## src/rtl/lsu_pkg.sv

```systemverilog
// Shared types and decode helpers for the load/store memory master.
// Access-size and legality decode live here so every unit agrees on them.
package lsu_pkg;

  typedef enum logic [2:0] {
    CTRL_B  = 3'b000,
    CTRL_H  = 3'b001,
    CTRL_W  = 3'b010,
    CTRL_BU = 3'b100,
    CTRL_HU = 3'b101
  } mem_ctrl_e;

  typedef enum logic [1:0] {
    ST_IDLE  = 2'd0,
    ST_BEAT0 = 2'd1,
    ST_BEAT1 = 2'd2,
    ST_RESP  = 2'd3
  } lsu_state_e;

  function automatic logic [2:0] size_of(input logic [2:0] ctrl);
    logic [2:0] s;
    s = 3'd0;
    unique case (1'b1)
      (ctrl == CTRL_B),
      (ctrl == CTRL_BU): s = 3'd1;
      (ctrl == CTRL_H),
      (ctrl == CTRL_HU): s = 3'd2;
      (ctrl == CTRL_W):  s = 3'd4;
      default:           s = 3'd0;
    endcase
    return s;
  endfunction

  function automatic logic is_legal(
    input logic [2:0] ctrl,
    input logic       write
  );
    logic base;
    base = (ctrl == CTRL_B) || (ctrl == CTRL_H) ||
           (ctrl == CTRL_W);
    if (write) return base;
    return base || (ctrl == CTRL_BU) ||
           (ctrl == CTRL_HU);
  endfunction

endpackage

```

## src/rtl/lsu_mem_master_if.sv

```systemverilog
// Core request/response and memory-bus bundle for lsu_mem_master.
// master = the LSU side; slave = the core plus memory responder side.
interface lsu_mem_master_if;

  logic        reqValid;
  logic        reqReady;
  logic        reqWrite;
  logic [2:0]  reqCtrl;
  logic [31:0] reqAddr;
  logic [31:0] reqWData;

  logic        respValid;
  logic        respError;
  logic [31:0] respRData;

  logic        memReq;
  logic        memWrite;
  logic [31:0] memAddr;
  logic [3:0]  memByteEn;
  logic [31:0] memWData;
  logic        memAck;
  logic [31:0] memRData;

  modport master (
    input  reqValid, reqWrite, reqCtrl,
    input  reqAddr, reqWData,
    input  memAck, memRData,
    output reqReady,
    output respValid, respError, respRData,
    output memReq, memWrite, memAddr,
    output memByteEn, memWData
  );

  modport slave (
    output reqValid, reqWrite, reqCtrl,
    output reqAddr, reqWData,
    output memAck, memRData,
    input  reqReady,
    input  respValid, respError, respRData,
    input  memReq, memWrite, memAddr,
    input  memByteEn, memWData
  );

endinterface

```

## src/rtl/lsu_align.sv

```systemverilog
// Lane alignment: byte enables and store data for both beats,
// plus load-data realignment and sign/zero extension.
module lsu_align
  import lsu_pkg::*;
(
  input  logic [2:0]  ctrl_i,
  input  logic [1:0]  off_i,
  input  logic [31:0] wdata_i,
  input  logic [31:0] rlo_i,
  input  logic [31:0] rhi_i,
  output logic [3:0]  en0_o,
  output logic [3:0]  en1_o,
  output logic [31:0] wd0_o,
  output logic [31:0] wd1_o,
  output logic        split_o,
  output logic [31:0] rdata_o
);

  logic [2:0]  size;
  logic [7:0]  base;
  logic [7:0]  mask;
  logic [31:0] wmask;
  logic [63:0] wide;
  logic [31:0] r;

  always_comb begin
    size  = size_of(ctrl_i);
    base  = 8'h00;
    wmask = 32'h0;
    unique case (1'b1)
      (size == 3'd1): begin
        base  = 8'h01;
        wmask = 32'h0000_00FF;
      end
      (size == 3'd2): begin
        base  = 8'h03;
        wmask = 32'h0000_FFFF;
      end
      (size == 3'd4): begin
        base  = 8'h0F;
        wmask = 32'hFFFF_FFFF;
      end
      default: ;
    endcase

    // Upper nibble of the mask is the spill into the next word.
    mask    = base << off_i;
    en0_o   = mask[3:0];
    en1_o   = mask[7:4];
    split_o = |mask[7:4];

    wide  = {32'b0, wdata_i & wmask} << {off_i, 3'b000};
    wd0_o = wide[31:0];
    wd1_o = wide[63:32];

    r = 32'({rhi_i, rlo_i} >> {off_i, 3'b000});
    rdata_o = 32'h0;
    unique case (1'b1)
      (ctrl_i == CTRL_B):  rdata_o = {{24{r[7]}}, r[7:0]};
      (ctrl_i == CTRL_H):  rdata_o = {{16{r[15]}}, r[15:0]};
      (ctrl_i == CTRL_W):  rdata_o = r;
      (ctrl_i == CTRL_BU): rdata_o = {24'b0, r[7:0]};
      (ctrl_i == CTRL_HU): rdata_o = {16'b0, r[15:0]};
      default:             rdata_o = 32'h0;
    endcase
  end

endmodule

```

## src/rtl/lsu_mem_master.sv

```systemverilog
// Load/store initiator: one access at a time, split into up to two
// aligned word beats, with a single-cycle completion pulse.
module lsu_mem_master
  import lsu_pkg::*;
#(
  parameter bit SPLIT_MISALIGNED = 1'b1
) (
  input  logic             clk_i,
  input  logic             rst_i,
  lsu_mem_master_if.master bus_io
);

  localparam logic [1:0] S_IDLE  = ST_IDLE;
  localparam logic [1:0] S_BEAT0 = ST_BEAT0;
  localparam logic [1:0] S_BEAT1 = ST_BEAT1;
  localparam logic [1:0] S_RESP  = ST_RESP;

  logic [1:0]  state_q, state_d;
  logic        write_q, write_d;
  logic [2:0]  ctrl_q, ctrl_d;
  logic [1:0]  off_q, off_d;
  logic [31:0] base_q, base_d;
  logic [31:0] wdata_q, wdata_d;
  logic        split_q, split_d;
  logic [31:0] rlo_q, rlo_d;
  logic        mreq_q, mreq_d;
  logic        mwr_q, mwr_d;
  logic [31:0] maddr_q, maddr_d;
  logic [3:0]  men_q, men_d;
  logic [31:0] mwd_q, mwd_d;
  logic        err_q, err_d;
  logic [31:0] rdata_q, rdata_d;

  logic        idle;
  logic [2:0]  a_ctrl;
  logic [1:0]  a_off;
  logic [31:0] a_wd;
  logic [31:0] a_rlo;
  logic [3:0]  en0, en1;
  logic [31:0] wd0, wd1;
  logic        split;
  logic [31:0] ext;

  // Idle: align the incoming request; busy: align the latched one.
  assign idle   = (state_q == S_IDLE);
  assign a_ctrl = idle ? bus_io.reqCtrl : ctrl_q;
  assign a_off  = idle ? bus_io.reqAddr[1:0] : off_q;
  assign a_wd   = idle ? bus_io.reqWData : wdata_q;
  assign a_rlo  = (state_q == S_BEAT1) ? rlo_q
                                       : bus_io.memRData;

  lsu_align u_align (
    .ctrl_i  (a_ctrl),
    .off_i   (a_off),
    .wdata_i (a_wd),
    .rlo_i   (a_rlo),
    .rhi_i   (bus_io.memRData),
    .en0_o   (en0),
    .en1_o   (en1),
    .wd0_o   (wd0),
    .wd1_o   (wd1),
    .split_o (split),
    .rdata_o (ext)
  );

  always_comb begin
    state_d = state_q;
    write_d = write_q;
    ctrl_d  = ctrl_q;
    off_d   = off_q;
    base_d  = base_q;
    wdata_d = wdata_q;
    split_d = split_q;
    rlo_d   = rlo_q;
    mreq_d  = mreq_q;
    mwr_d   = mwr_q;
    maddr_d = maddr_q;
    men_d   = men_q;
    mwd_d   = mwd_q;
    err_d   = err_q;
    rdata_d = rdata_q;
    case (state_q)
      S_IDLE: begin
        if (bus_io.reqValid) begin
          write_d = bus_io.reqWrite;
          ctrl_d  = bus_io.reqCtrl;
          off_d   = bus_io.reqAddr[1:0];
          base_d  = {bus_io.reqAddr[31:2], 2'b00};
          wdata_d = bus_io.reqWData;
          split_d = split;
          rdata_d = 32'h0;
          if (!is_legal(bus_io.reqCtrl, bus_io.reqWrite) ||
              (split && !SPLIT_MISALIGNED)) begin
            err_d   = 1'b1;
            state_d = S_RESP;
          end else begin
            err_d   = 1'b0;
            state_d = S_BEAT0;
            mreq_d  = 1'b1;
            mwr_d   = bus_io.reqWrite;
            maddr_d = {bus_io.reqAddr[31:2], 2'b00};
            men_d   = en0;
            mwd_d   = bus_io.reqWrite ? wd0 : 32'h0;
          end
        end
      end
      S_BEAT0: begin
        if (bus_io.memAck) begin
          if (split_q) begin
            // memReq stays high; the next beat follows directly.
            state_d = S_BEAT1;
            rlo_d   = bus_io.memRData;
            maddr_d = base_q + 32'd4;
            men_d   = en1;
            mwd_d   = write_q ? wd1 : 32'h0;
          end else begin
            state_d = S_RESP;
            mreq_d  = 1'b0;
            mwr_d   = 1'b0;
            maddr_d = 32'h0;
            men_d   = 4'h0;
            mwd_d   = 32'h0;
            rdata_d = write_q ? 32'h0 : ext;
          end
        end
      end
      S_BEAT1: begin
        if (bus_io.memAck) begin
          state_d = S_RESP;
          mreq_d  = 1'b0;
          mwr_d   = 1'b0;
          maddr_d = 32'h0;
          men_d   = 4'h0;
          mwd_d   = 32'h0;
          rdata_d = write_q ? 32'h0 : ext;
        end
      end
      default: begin
        state_d = S_IDLE;
        err_d   = 1'b0;
        rdata_d = 32'h0;
      end
    endcase
  end

  always_ff @(posedge clk_i) begin
    if (rst_i) begin
      state_q <= S_IDLE;
      write_q <= 1'b0;
      ctrl_q  <= 3'h0;
      off_q   <= 2'h0;
      base_q  <= 32'h0;
      wdata_q <= 32'h0;
      split_q <= 1'b0;
      rlo_q   <= 32'h0;
      mreq_q  <= 1'b0;
      mwr_q   <= 1'b0;
      maddr_q <= 32'h0;
      men_q   <= 4'h0;
      mwd_q   <= 32'h0;
      err_q   <= 1'b0;
      rdata_q <= 32'h0;
    end else begin
      state_q <= state_d;
      write_q <= write_d;
      ctrl_q  <= ctrl_d;
      off_q   <= off_d;
      base_q  <= base_d;
      wdata_q <= wdata_d;
      split_q <= split_d;
      rlo_q   <= rlo_d;
      mreq_q  <= mreq_d;
      mwr_q   <= mwr_d;
      maddr_q <= maddr_d;
      men_q   <= men_d;
      mwd_q   <= mwd_d;
      err_q   <= err_d;
      rdata_q <= rdata_d;
    end
  end

  assign bus_io.reqReady  = idle;
  assign bus_io.respValid = (state_q == S_RESP);
  assign bus_io.respError = err_q;
  assign bus_io.respRData = rdata_q;
  assign bus_io.memReq    = mreq_q;
  assign bus_io.memWrite  = mwr_q;
  assign bus_io.memAddr   = maddr_q;
  assign bus_io.memByteEn = men_q;
  assign bus_io.memWData  = mwd_q;

endmodule

```

## src/flat_wrapper.sv

```systemverilog
// flat-port wrapper written by rule: the top's interface ports become plain ports
module lsu_mem_master_flat import lsu_pkg::*;
#(
  parameter bit SPLIT_MISALIGNED = 1'b1
)
  (clk_i, rst_i, bus_io_reqValid, bus_io_reqWrite, bus_io_reqCtrl, bus_io_reqAddr, bus_io_reqWData, bus_io_memAck, bus_io_memRData, bus_io_reqReady, bus_io_respValid, bus_io_respError, bus_io_respRData, bus_io_memReq, bus_io_memWrite, bus_io_memAddr, bus_io_memByteEn, bus_io_memWData);
  lsu_mem_master_if bus_io_i ();
  input  logic clk_i;
  input  logic rst_i;
  input wire logic [$bits(bus_io_i.reqValid)-1:0] bus_io_reqValid;
  input wire logic [$bits(bus_io_i.reqWrite)-1:0] bus_io_reqWrite;
  input wire logic [$bits(bus_io_i.reqCtrl)-1:0] bus_io_reqCtrl;
  input wire logic [$bits(bus_io_i.reqAddr)-1:0] bus_io_reqAddr;
  input wire logic [$bits(bus_io_i.reqWData)-1:0] bus_io_reqWData;
  input wire logic [$bits(bus_io_i.memAck)-1:0] bus_io_memAck;
  input wire logic [$bits(bus_io_i.memRData)-1:0] bus_io_memRData;
  output wire logic [$bits(bus_io_i.reqReady)-1:0] bus_io_reqReady;
  output wire logic [$bits(bus_io_i.respValid)-1:0] bus_io_respValid;
  output wire logic [$bits(bus_io_i.respError)-1:0] bus_io_respError;
  output wire logic [$bits(bus_io_i.respRData)-1:0] bus_io_respRData;
  output wire logic [$bits(bus_io_i.memReq)-1:0] bus_io_memReq;
  output wire logic [$bits(bus_io_i.memWrite)-1:0] bus_io_memWrite;
  output wire logic [$bits(bus_io_i.memAddr)-1:0] bus_io_memAddr;
  output wire logic [$bits(bus_io_i.memByteEn)-1:0] bus_io_memByteEn;
  output wire logic [$bits(bus_io_i.memWData)-1:0] bus_io_memWData;
  assign bus_io_i.reqValid = bus_io_reqValid;
  assign bus_io_i.reqWrite = bus_io_reqWrite;
  assign bus_io_i.reqCtrl = bus_io_reqCtrl;
  assign bus_io_i.reqAddr = bus_io_reqAddr;
  assign bus_io_i.reqWData = bus_io_reqWData;
  assign bus_io_i.memAck = bus_io_memAck;
  assign bus_io_i.memRData = bus_io_memRData;
  assign bus_io_reqReady = bus_io_i.reqReady;
  assign bus_io_respValid = bus_io_i.respValid;
  assign bus_io_respError = bus_io_i.respError;
  assign bus_io_respRData = bus_io_i.respRData;
  assign bus_io_memReq = bus_io_i.memReq;
  assign bus_io_memWrite = bus_io_i.memWrite;
  assign bus_io_memAddr = bus_io_i.memAddr;
  assign bus_io_memByteEn = bus_io_i.memByteEn;
  assign bus_io_memWData = bus_io_i.memWData;
  lsu_mem_master #(.SPLIT_MISALIGNED(SPLIT_MISALIGNED)) u_core (.clk_i(clk_i), .rst_i(rst_i), .bus_io(bus_io_i));
endmodule
```

## config.mk

```make
export PLATFORM = sky130hd
export DESIGN_NAME = lsu_mem_master_flat
export DESIGN_NICKNAME = d
export VERILOG_FILES = /design/src/rtl/lsu_pkg.sv /design/src/rtl/lsu_mem_master_if.sv /design/src/rtl/lsu_align.sv /design/src/rtl/lsu_mem_master.sv /design/src/flat_wrapper.sv
export SDC_FILE = /design/constraint.sdc
export NUM_CORES = 1
export LEC_CHECK = 0
export ABC_CLOCK_PERIOD_IN_PS = 6050
export CAP_MARGIN = 40
export CORE_MARGIN = 2
export CORE_UTILIZATION = 50
export CTS_CLUSTER_SIZE = 8
export DETAILED_ROUTE_END_ITERATION = 7
export PLACE_DENSITY = 0.88
export SETUP_SLACK_MARGIN = 0.02
export SYNTH_ARGS = -nofsm -noshare
export SYNTH_HDL_FRONTEND = slang
export SYNTH_HIERARCHICAL = 1
export SYNTH_SLANG_ARGS = --single-unit
```

## constraint.sdc

```tcl
create_clock -name clk_i -period 6.05 [get_ports clk_i]
set_clock_uncertainty 0.15 [all_clocks]
set_input_delay 1.21 -clock clk_i [delete_from_list [all_inputs] [get_ports clk_i]]
set_output_delay 1.21 -clock clk_i [all_outputs]
set_load 0.05 [all_outputs]
```

## Word-level counts from Yosys, hierarchy flattened

Index checks and enable logic that the tools add are counted.
Widths: inputs -> output; s select.

| word-level totals | value |
|---|---|
| word-level logic and storage cells | 117 |
| flip-flop bits (word level) | 206 |
| output and inout port bits | 105 |

| operators by class | value |
|---|---|
| shift-type cells | 3 |
| reduce and logical (&&, ||, !) cells | 19 |
| bitwise gates (word level) | 2 |
| mux-type cells | 58 |
| $add $sub $neg | 1 |
| equal/unequal tests | 19 |

Operator list:

| kind | count |
|---|---|
| $mux 32 | 18 |
| $pmux 32 s3 | 4 |
| $pmux 32 s5 | 1 |
| $shl 32x5->64 | 1 |
| $shr 64x5->32 | 1 |
| $add 32x3->32 const B | 1 |
| $and 32x32->32 | 1 |
| $pmux 4 s3 | 2 |
| $mux 4 | 5 |
| $mux 1 | 17 |
| $eq 3x3->1 const B | 5 |
| $mux 2 | 5 |
| $ne 2x2->1 const B | 5 |
| $eq 3x1->1 const B | 3 |
| $eq 3x2->1 const B | 3 |
| $pmux 3 s3 | 1 |
| $shl 8x2->8 | 1 |
| $logic_not 3->1 | 2 |
| $pmux 1 s3 | 2 |
| $pmux 2 s3 | 1 |
| $reduce_and 3->1 | 2 |
| $reduce_and 6->1 | 1 |
| $reduce_or 2->1 | 3 |
| $reduce_and 5->1 | 1 |
| other kinds (11) | 16 |

## Logic depth before layout (Yosys ltp)

| logic depth | value |
|---|---|
| depth in word-level cells | 13 |
| depth in mapped cells | 12 |
| gate-level depth less buffers | 9 |

## By module

Netlist, hierarchy kept.

Modules (own cells, without submodules):

| module | area each (sq um) | cells an instance | times used |
|---|---|---|---|
| lsu_mem_master | 9,115.0 | 1,118 | 1 |
| lsu_align | 1,988.2 | 271 | 1 |

## Worst setup path before layout

No wires, ideal clock.

| timing | value |
|---|---|
| kind | register to register |
| start | register u_core.state_q[0] |
| end | register u_core.mwd_q[2], in the netlist u_core/bus_io.memWData[2] |
| buffers on the path | 3 |
| path slack | 2.748 ns |
| data arrival time | 3.074 ns |
| period minus slack after synthesis | 3.302 ns |
| stages on the path, launching flop included | 13 |
| path through | dfxtp_1 inv_1 ha_1 buf_1 mux2_2 buf_6 or3b_4 and2_4 buf_6 nor3_4 a221o_1 a221oi_1 nor3_1 |

| on the way | value |
|---|---|
| cells in the longest elaborated chain, start to end | 13 |
| elaborated cells on any way between the ends | 33 |

RTL lines:

| element | line | text |
|---|---|---|
| start: declaration | lsu_mem_master.sv:18 | `logic [1:0] state_q, state_d;` |
| start signal: assignment | lsu_mem_master.sv:164 | `state_q <= state_d;` |
| $logic_not 2->1 * | lsu_mem_master.sv:45 | `assign idle = (state_q == S_IDLE);` |
| named net bus_io_reqReady | flat_wrapper.sv:17 | `output wire logic [$bits(bus_io_i.reqReady)-1:0] bus_io_reqReady;` |
| $mux 3 * | lsu_mem_master.sv:46 | `assign a_ctrl = idle ? bus_io.reqCtrl : ctrl_q;` |
| named net u_core.a_ctrl[0] | lsu_mem_master.sv:35 | `logic [2:0] a_ctrl;` |
| $eq 3x1->1 (tied with other cells) | lsu_pkg.sv:26 | `(ctrl == CTRL_H),` |
| $reduce_or 2->1 | lsu_pkg.sv:23 | `unique case (1'b1)` |
| $pmux 3 s3 * | lsu_pkg.sv:23 |  |
| $eq 3x3->1 (tied with other cells) | lsu_align.sv:39 | `(size == 3'd4): begin` |
| $pmux 32 s3 * | lsu_align.sv:30 | `unique case (1'b1)` |
| $and 32x32->32 * | lsu_align.sv:52 | `wide = {32'b0, wdata_i & wmask} << {off_i, 3'b000};` |
| $shl 32x5->64 * | lsu_align.sv:52 |  |
| named net u_core.wd1[2] | lsu_mem_master.sv:40 | `logic [31:0] wd0, wd1;` |
| $mux 32 * | lsu_mem_master.sv:115 | `mwd_d = write_q ? wd1 : 32'h0;` |
| $mux 32 * | lsu_mem_master.sv:109 | `if (split_q) begin` |
| $mux 32 * | lsu_mem_master.sv:108 | `if (bus_io.memAck) begin` |
| $pmux 32 s3 * | lsu_mem_master.sv:82 | `case (state_q)` |
| end signal: assignment | lsu_mem_master.sv:176 | `mwd_q <= mwd_d;` |
| end: declaration | lsu_mem_master.sv:30 | `logic [31:0] mwd_q, mwd_d;` |

Mark *: on every way through the listed nets, which the timed path passes. The rest lies on a longest branch. The select of a mux whose other input is x is not followed.
A chain may end at the register's enable or synchronous reset.

## Worst setup path after layout

| timing | value |
|---|---|
| start | input bus_io_reqAddr[1] |
| end | register u_core.rdata_q[15], in the netlist u_core/bus_io.respRData[15] |

| on the way | value |
|---|---|
| cells in the longest elaborated chain, start to end | 7 |
| elaborated cells on any way between the ends | 8 |

RTL lines:

| element | line | text |
|---|---|---|
| start: declaration | flat_wrapper.sv:13 | `input wire logic [$bits(bus_io_i.reqAddr)-1:0] bus_io_reqAddr;` |
| $mux 2 * | lsu_mem_master.sv:47 | `assign a_off = idle ? bus_io.reqAddr[1:0] : off_q;` |
| named net u_core.a_off[1] | lsu_mem_master.sv:36 | `logic [1:0] a_off;` |
| $shr 64x5->32 * | lsu_align.sv:56 | `r = 32'({rhi_i, rlo_i} >> {off_i, 3'b000});` |
| $pmux 32 s5 * | lsu_align.sv:58 | `unique case (1'b1)` |
| named net u_core.ext[15] | lsu_mem_master.sv:42 | `logic [31:0] ext;` |
| $mux 32 * | lsu_mem_master.sv:123, lsu_mem_master.sv:135 |  |
| $mux 32 | lsu_mem_master.sv:109 |  |
| $mux 32 | lsu_mem_master.sv:108 |  |
| $pmux 32 s3 * | lsu_mem_master.sv:82 |  |
| end signal: assignment | lsu_mem_master.sv:178 | `rdata_q <= rdata_d;` |
| end: declaration | lsu_mem_master.sv:32 | `logic [31:0] rdata_q, rdata_d;` |

Marked as above.

==> qor.csv <==
metric,value,unit
arrival,4.02,ns
p_switching,3980,uW
yosysTopAreaCell,dfxtp_1,
synth_top_area_frac,0.368,
drv_slew,0,
place_area,13200,um^2
die_area,23400,um^2
gp_congestion,0.945,
critPathMaxFanout,45,
core.rowCount,54,
postCtsHoldBufs,0,
track_usage,0.290,
start_util,0.509,
via_count,11200,
grt_setup_unrepaired,false,
seq_power_share,0.237,
min_path_type,reg2reg,
stdcell_area,13900,um^2
netSwitchingFraction,0.484,
cts-buffers-inserted,29,
synth_area_per_cell,7.99,um^2
clkSinkCount,204,
period_needed,3.71,ns
grt_pass1_wl,56200,um
post_drt_wl_per_cell,19.8,um
cap_violations,0,
nets,1630,
die_w,153,um
cts-resized-gates,0,
share_comb_of_total_power,0.588,
htree_num_levels,1,
drt_pre_antenna_iters,5,
whs,0.299,ns
grt_overflow,0,
cp.required,6.36,ns
ys_async_sr_fraction,0,
pwr-share-clk,0.175,
crit_path_end_kind,register,
tightestPinTransition,0.911,ns
port_buffers,206,
met2_length,16600,um
diodes,0,
synth-seq-cells,204,
final_hold_viol_count,0,
cp.buffers_inverters,2,
setup_viol,0,
top_layer,met4,
synth_top_flop_cell,dfxtp_1,
crit_path_start_kind,input pin,
dpl.hpwl,24200,um
crit_path_top_delay_cell,mux2_2,
grt_pass1_vias,10400,
cts_tree,done,
syn-instance-count,1389,
core_region_area,21800,um^2
power.internal,4240,uW
die_h,153,um
final_cell_mix,"nand2_1, clkdlybuf4s50_1, dfxtp_1",
ir_worst_vdd,0.314,mV
ioPinCount,209,
cts.clk_slew.worst_paths,0.05,ns
slew_headroom,0.387,
cellPowerDensity,590,nW/um^2
reg2reg_setup_slack,2.36,ns
period_share,0.614,
cts-root-buf,clkbuf_16,
wl_met3,3290,um
yosysSeqAreaShare,0.368,
slowest_delay,0.76,ns
postRouteAntennaNets,0,
synth_area,11100,um^2
clockBufferDepth,3,
grt_antenna_before_repair,0,
cp_cell_sequence,clkdlybuf4s50_1 > mux2_2 > inv_2 > mux2i_1 > or4_1 > o21ai_1 > nand3_1 > a21oi_1,
synth_edf_count,0,
drc,0,
routed_wl,35800,um
cts_setup_buffers,0,
dr.first_iter.drc_count,1251,
yosysWarnings,6,
synth_cell_types,67,
final_common_cell,nand2_1,
status,completed,
synthToLayoutAreaGrowth,25.4,%
crit_family,multiplexers,
grt_max_degree,78,
synth_area_leaders,"dfxtp_1, nand2_1, mux2_2, a21oi_1, mux2i_1",
setup_tns,0,ns
viasPerCell,6.24,
clkLatencyLatePin,0.55,ns
n_fill_cell,1788,
drive_gt1_frac,0.104,
fmax,269,MHz
m1WireLength,14600,um
leakagePower,0.00511,uW
criticalPathCategory,in2reg,
==> path summary, 6_finish.rpt <==
path                                    from                     endpoint  depth (start not counted)
setup / recovery           bus_io_reqAddr[1]  u_core/bus_io.respRData[15]                          8
hold / removal    u_core/bus_io.respRData[5]   u_core/bus_io.respRData[5]                          2
setup reg to reg           u_core/state_q[0]   u_core/bus_io.memWData[11]                          9
hold reg to reg   u_core/bus_io.respRData[5]   u_core/bus_io.respRData[5]                          2
==> routing by layer <==
metal  vias to the layer above  global-route usage
met5                         -                   0
met4                         0               0.107
met3                        94              0.0468
met2                       691               0.474
met1                      5271               0.386
li1                       5183                   -
==> registers in the layout, indices dropped and copies added (netlist names) <==
signal and cells:
u_core/split_q 1, u_core/base_q 30, u_core/bus_io.memWData 32, u_core/wdata_q 32, u_core/bus_io.respRData 32, u_core/off_q 2, u_core/bus_io.memWrite 1, u_core/write_q 1
u_core/bus_io.respError 1, u_core/rlo_q 32, u_core/ctrl_q 3, u_core/bus_io.memAddr 30, u_core/bus_io.memReq 1, u_core/state_q 2, u_core/bus_io.memByteEn 4
==> cell families after synthesis <==
| family | after synthesis | share of synthesized area |
|---|---|---|
| simple gates | 564 | 0.232 |
| compound gates | 328 | 0.202 |
| flops | 204 | 0.368 |
| buf+inv | 150 | 0.0613 |
| mux | 119 | 0.117 |
| xor+xnor | 17 | 0.0134 |
| fa+ha+maj | 5 | 0.00563 |
| other cells | 2 | 0.000676 |
==> tightest hold or removal path, stage by stage (launching register included) <==
cell and delay, ns:
dfxtp_1 0.30, nand2_1 0.05, a21oi_1 0.05
==> cell type report <==
class / instances / area (um^2) / area share
Clock buffer: 31 / 753 / 0.0541
Tap cell: 280 / 350 / 0.0252
Timing Repair Buffer: 227 / 2270 / 0.163
Inverter: 15 / 56.3 / 0.00404
Multi-Input combinational cell: 1044 / 6400 / 0.459
Clock inverter: 1 / 20.0 / 0.00144
Sequential cell: 204 / 4080 / 0.293
==> Yosys cell counts (all sizes together) (5+ instances only) <==
cell type,instances
a211o,7
a211oi,37
inv,14
a221oi,49
dfxtp,204
and2,19
nor3,62
xnor2,6
nor2b,15
o21a,5
a22oi,8
nor4,9
a311oi,5
nand3,44
o21ai,12
a21oi,151
a22o,8
clkbuf,86
and3,20
mux2,73
nand2,284
mux2i,45
o221ai,14
nor2,88
nand4,7
o2bb2ai,8
buf,49
xor2,11
a221o,8
ha,5
==> power groups by stage <==
stage | registers, uW | logic (uW) | clock network [uW]
6_report | 1940 | 4830 | 1440
3_5_place_dp | 1960 | 4740 | 0
2_1_floorplan | 2750 | 2620 | 0
5_1_grt | 1980 | 5110 | 1510
3_3_place_gp | 1950 | 4650 | 0
4_1_cts | 1940 | 4760 | 1450
==> through the flow <==
stage / std cells / setup slack, ns / power (uW) / util
finish: 1802 / 2.34 / 8220 / 0.638
detailed placement: 1770 / 1.82 / 6700 / 0.603
global placement: 1763 / 1.66 / 6600 / 0.598
floorplan: 1398 / 2.75 / 5370 / -
CTS: 1802 / 2.39 / 8150 / 0.638
global route: 1802 / 2.13 / 8600 / 0.638
No activity file was read; power rests on OpenSTA's default activity.
